==> src/rtl/shift_seq_pkg.sv <==
// Shared types and constants for the multi-cycle shift sequencer.
// Holds the FSM state encoding, datapath widths and the direction encoding
// shared with the single-bit shifter.
package shift_seq_pkg;

  localparam int WIDTH = 32;
  localparam int AMT_W = $clog2(WIDTH);

  localparam logic DIR_RIGHT = 1'b0;
  localparam logic DIR_LEFT  = 1'b1;

  typedef enum logic [1:0] {
    IDLE = 2'd0,
    RUN  = 2'd1,
    HOLD = 2'd2
  } state_t;

endpackage

==> src/rtl/shift_seq.sv <==
// Multi-cycle shift sequencer: drives an external single-bit shifter once per clock.
// Latency: result_valid first high amount+1 cycles after acceptance (1..32).
// Backpressure: result held in HOLD until result_ready; start_ready low outside IDLE.
// Optional feature: define SHIFT_SEQ_ROTATE_EN to enable rotate mode (rot input).
module shift_seq
  import shift_seq_pkg::*;
(
  input  logic             clk,
  input  logic             rst_n,
  input  logic             start_valid,
  output logic             start_ready,
  input  logic [WIDTH-1:0] operand,
  input  logic [AMT_W-1:0] amount,
  input  logic             dir,
  input  logic             rot,
  output logic             result_valid,
  input  logic             result_ready,
  output logic [WIDTH-1:0] result,
  output logic [WIDTH-1:0] sh_in,
  output logic             sh_dir,
  output logic             sh_en,
  input  logic [WIDTH-1:0] sh_out
);

  state_t           state;
  logic [WIDTH-1:0] acc;
  logic [AMT_W-1:0] cnt;
  logic             dir_q;
  logic [WIDTH-1:0] fill;

`ifdef SHIFT_SEQ_ROTATE_EN
  logic rot_q;

  // Reinsert the bit that the shifter pushes out of the far end.
  always_comb begin
    fill = '0;
    if (rot_q) begin
      if (dir_q == DIR_LEFT) begin
        fill = {{(WIDTH-1){1'b0}}, acc[WIDTH-1]};
      end else begin
        fill = {acc[0], {(WIDTH-1){1'b0}}};
      end
    end
  end

  // Rotate flag is captured only when a request is accepted.
  always_ff @(posedge clk or negedge rst_n) begin
    if (!rst_n) begin
      rot_q <= 1'b0;
    end else if (state == IDLE && start_valid) begin
      rot_q <= rot;
    end
  end
`else
  logic unused_rot;
  assign unused_rot = rot;

  // Logical shifts only: vacated bits stay zero.
  always_comb begin
    fill = '0;
  end
`endif

  // The shifter always sees the accumulator and the captured direction.
  assign sh_in  = acc;
  assign sh_dir = dir_q;
  assign result = acc;

  // Sequencer FSM with registered handshake and shifter-enable outputs.
  always_ff @(posedge clk or negedge rst_n) begin
    if (!rst_n) begin
      state        <= IDLE;
      acc          <= '0;
      cnt          <= '0;
      dir_q        <= DIR_RIGHT;
      start_ready  <= 1'b1;
      result_valid <= 1'b0;
      sh_en        <= 1'b0;
    end else begin
      case (state)
        IDLE: begin
          if (start_valid) begin
            acc         <= operand;
            cnt         <= amount;
            dir_q       <= dir;
            start_ready <= 1'b0;
            if (amount != '0) begin
              state <= RUN;
              sh_en <= 1'b1;
            end else begin
              // Zero-length job goes straight to the result slot.
              state        <= HOLD;
              result_valid <= 1'b1;
            end
          end
        end
        RUN: begin
          acc <= sh_out | fill;
          cnt <= cnt - 1'b1;
          // Leave on the last step so cnt never wraps below zero.
          if (cnt == AMT_W'(1)) begin
            state        <= HOLD;
            sh_en        <= 1'b0;
            result_valid <= 1'b1;
          end
        end
        HOLD: begin
          if (result_ready) begin
            state        <= IDLE;
            result_valid <= 1'b0;
            start_ready  <= 1'b1;
          end
        end
        default: begin
          state        <= IDLE;
          start_ready  <= 1'b1;
          result_valid <= 1'b0;
          sh_en        <= 1'b0;
        end
      endcase
    end
  end

endmodule

==> config.mk <==
export PLATFORM = sky130hd
export DESIGN_NAME = shift_seq
export DESIGN_NICKNAME = d
export VERILOG_FILES = /design/src/rtl/shift_seq_pkg.sv /design/src/rtl/shift_seq.sv
export SDC_FILE = /design/constraint.sdc
export NUM_CORES = 1
export LEC_CHECK = 0
export ABC_AREA = 1
export CORE_MARGIN = 8
export CORE_UTILIZATION = 40
export DETAILED_ROUTE_END_ITERATION = 6
export PLACE_DENSITY = 0.86
export SYNTH_ARGS = -nofsm -noshare
export SYNTH_HDL_FRONTEND = slang
export SYNTH_SLANG_ARGS = --single-unit
==> constraint.sdc <==
create_clock -name clk -period 2.6 [get_ports clk]
set_clock_uncertainty 0.2 [all_clocks]
set_input_delay 0.39 -clock clk [delete_from_list [all_inputs] [get_ports clk]]
set_output_delay 0.39 -clock clk [all_outputs]
set_load 0.05 [all_outputs]
==> metrics.md <==
| Metric | Value |
|---|---|
| Antenna Nets Post-Route | 0 |
| Core footprint | 5781 um^2 |
| Synth top cells by count | nand2_1, dfrtp_1, nor2_1 |
| Worst-Margin Slew | 0.5431 ns |
| Initial antenna violation count | 0 |
| Synth top area share | 0.4502 |
| CP startpoint kind | register |
| Post-Synthesis Cells | 287 |
| Ant diodes | 0 |
| Sequential share of the synthesized area | 0.4614 |
| Yosys warnings | 0 |
| All-Layer GR Usage | 0.1693 |
| CP Class | register to output pin |
| Distinct cells, synth | 20 |
| DP Area | 3525 um^2 |
| TritonRoute pass-1 iters | 4 |
| Crit-path cells | clkdlybuf4s50_1 |
| Num CTS Buffers | 5 |
| Nets@finish | 472 |
| Row count | 28 |
| CP Data Arrival Time | 1.62 ns |
| Synthesized area per cell | 8.135 um^2 |
| # IOs | 143 |
| DP HPWL | 5.637 mm |
| CTS clk-pin slew, worst paths | 0.08 ns |
| Final setup viols | 0 |
| Vias in the first global route | 2,414 |
| Setup TNS | 0 ns |
| Max-cap viol count | 0 |
| CP peak stage delay | 0.80 ns |
| Top cells by area, synth | dfrtp_1, buf_4, nand2_1 |
| Synthesized area | 2335 um^2 |
| Chip Height | 92.40 um |
| Clock Sinks | 43 |
| Hold Vio Cnt, Final | 0 |
| Count of state elements after synthesis | 43 |
| Ys async rst share | 1.000 |
| Number of max-slew violations in the final report | 0 |
| Max H-tree Level | 2 |
| RSZ-0062 raised after global routing | false |
| Fin area | 3652 um^2 |
| Kind of end point of the critical path | output pin |
| EDFF count, synth | 0 |
| Largest net degree at the start of global routing | 44 |
| Worst path bufs/invs | 1 |
| Global-route wire length before repair | 11.91 mm |
| Slew margin rel. | 0.6379 |
| Critical path's top delay family | buffers and inverters |
| Status | finished, final reports clean |
| Dpl ws | 0.4509 ns |
| Post-route setup slack | 0.3856 ns |
| Hold WS | 0.2816 ns |
| Gpl congestion | 0.7687 |
| Area delta synth->final | 56.43% |
| Clock latency on the worst-skew pair | 0.28 ns |
| Iter 0 DRT Violations | 80 |
| Initial core utilization | 0.4039 |
| Fmax | 0.4516 GHz |
| Crit-path slowest cell | clkdlybuf4s50_1 |
| Via Count | 2,320 |
| Worst endpoint required time | 2.01 ns |
| Post-cts resize count | 0 |
| CTS tree | done |
| Clock Root Buffer | clkbuf_8 |
| Tcrit/Tclk final | 0.8517 |
| Wire per inst | 15.53 um |
| Post-DR vias/cell | 4.926 |
| Minimum clock period | 2.214 ns |
| Synth Flop Type | dfrtp_1 |
| CTS max path bufs | 2 |
| Buffers on Ports | 141 |
| Total congestion overflow | 0 |
| Routed WL | 7.316 mm |
| Share of post-route cells with drive strength above 1 | 0.05051 |
| Yosys top cell by area | dfrtp_1 |
| DRC Markers | 0 |
| Min-Delay Path Class | register to register |
| Die W | 92.40 um |
| Die area | 8538 um^2 |
| Crit path max fanout | 2 |
| Synth Net Count | 364 |
| Cell with the most instances after synthesis | nand2_1 |
## layer usage
metal	wire (um)	global-route usage	share of wire
met5	0	0	0
met2	3720	0.2974	0.51
met3	507	0.04126	0.069
met1	2957	0.1970	0.40
met4	131	0.05638	0.018
## state kept, by name, summed over array words and instances, names as in the netlist
signal / flops
result: 32
cnt: 5
state: 2
result_valid: 1
sh_dir: 1
sh_en: 1
start_ready: 1
## cell type report
cell class / count / area (um^2)
sequential: 43 / 1077
timing repair buffer: 147 / 1466
tap: 75 / 93.84
clock buffer: 6 / 82.58
clock inverter: 2 / 35.03
multi-input combinational: 189 / 863.3
fill: 493 / 2128
inverter: 9 / 33.78
## kinds of logic after synthesis
family / synth area share
XOR/XNOR: 0.003752
adder cells (fa/ha/maj): 0.01072
AO/OA/AOI/OAI: 0.1624
AND/OR/NAND/NOR: 0.1929
flip-flops: 0.4614
buffers and inverters: 0.1688
## through the flow
step,util,std cells
floorplan,-,287
global placement,0.6097,462
detailed placement,0.6097,462
CTS,0.6318,471
global route,0.6318,471
finish,0.6318,471
## final timing paths
check,endpoint,cells past startpoint,from,slack (ns)
max,start_ready,1,start_ready$_DFFE_PN1P_,0.39
max reg2reg,result[7]$_DFFE_PN0P_,6,state[1]$_DFFE_PN0P_,0.51
max in group asynchronous,start_ready$_DFFE_PN1P_,3,rst_n,1.32
min,sh_en$_DFFE_PN0P_,2,sh_en$_DFFE_PN0P_,0.28
min reg2reg,sh_en$_DFFE_PN0P_,2,sh_en$_DFFE_PN0P_,0.28
min in group asynchronous,result[18]$_DFFE_PN0P_,3,rst_n,0.51
## repair_timing
item,in CTS,in global routing
hold buffers,1,0
buffers inserted,0,0
hold endpoints to repair,42,0
## placed cells by master (no fill, tap or decap)
master           synthesis  final
bufinv_16                0      1
dlygate4sd3_1            0      1
o21ai_1                 12     12
nand2_4                  1      1
dfstp_2                  1      1
nand4_1                  3      3
nand2_2                  2      2
nand3b_1                 1      1
nand3_1                  8      8
buf_4                   37      4
clkinv_2                 0      1
dfrtp_1                 42     42
a21oi_1                 35     35
o21ai_0                 27     27
o221ai_1                 1      1
clkdlybuf4s50_1          0    140
inv_2                    2      2
ha_1                     2      2
xnor2_1                  1      1
nor2_1                  41     41
clkbuf_8                 0      6
inv_1                    7      7
buf_2                    3      1
buf_12                   0      1
nand2_1                 55     55
Power is not shown: default switching activity piles up to over one toggle a cycle in this logic, so the estimate is an artifact.
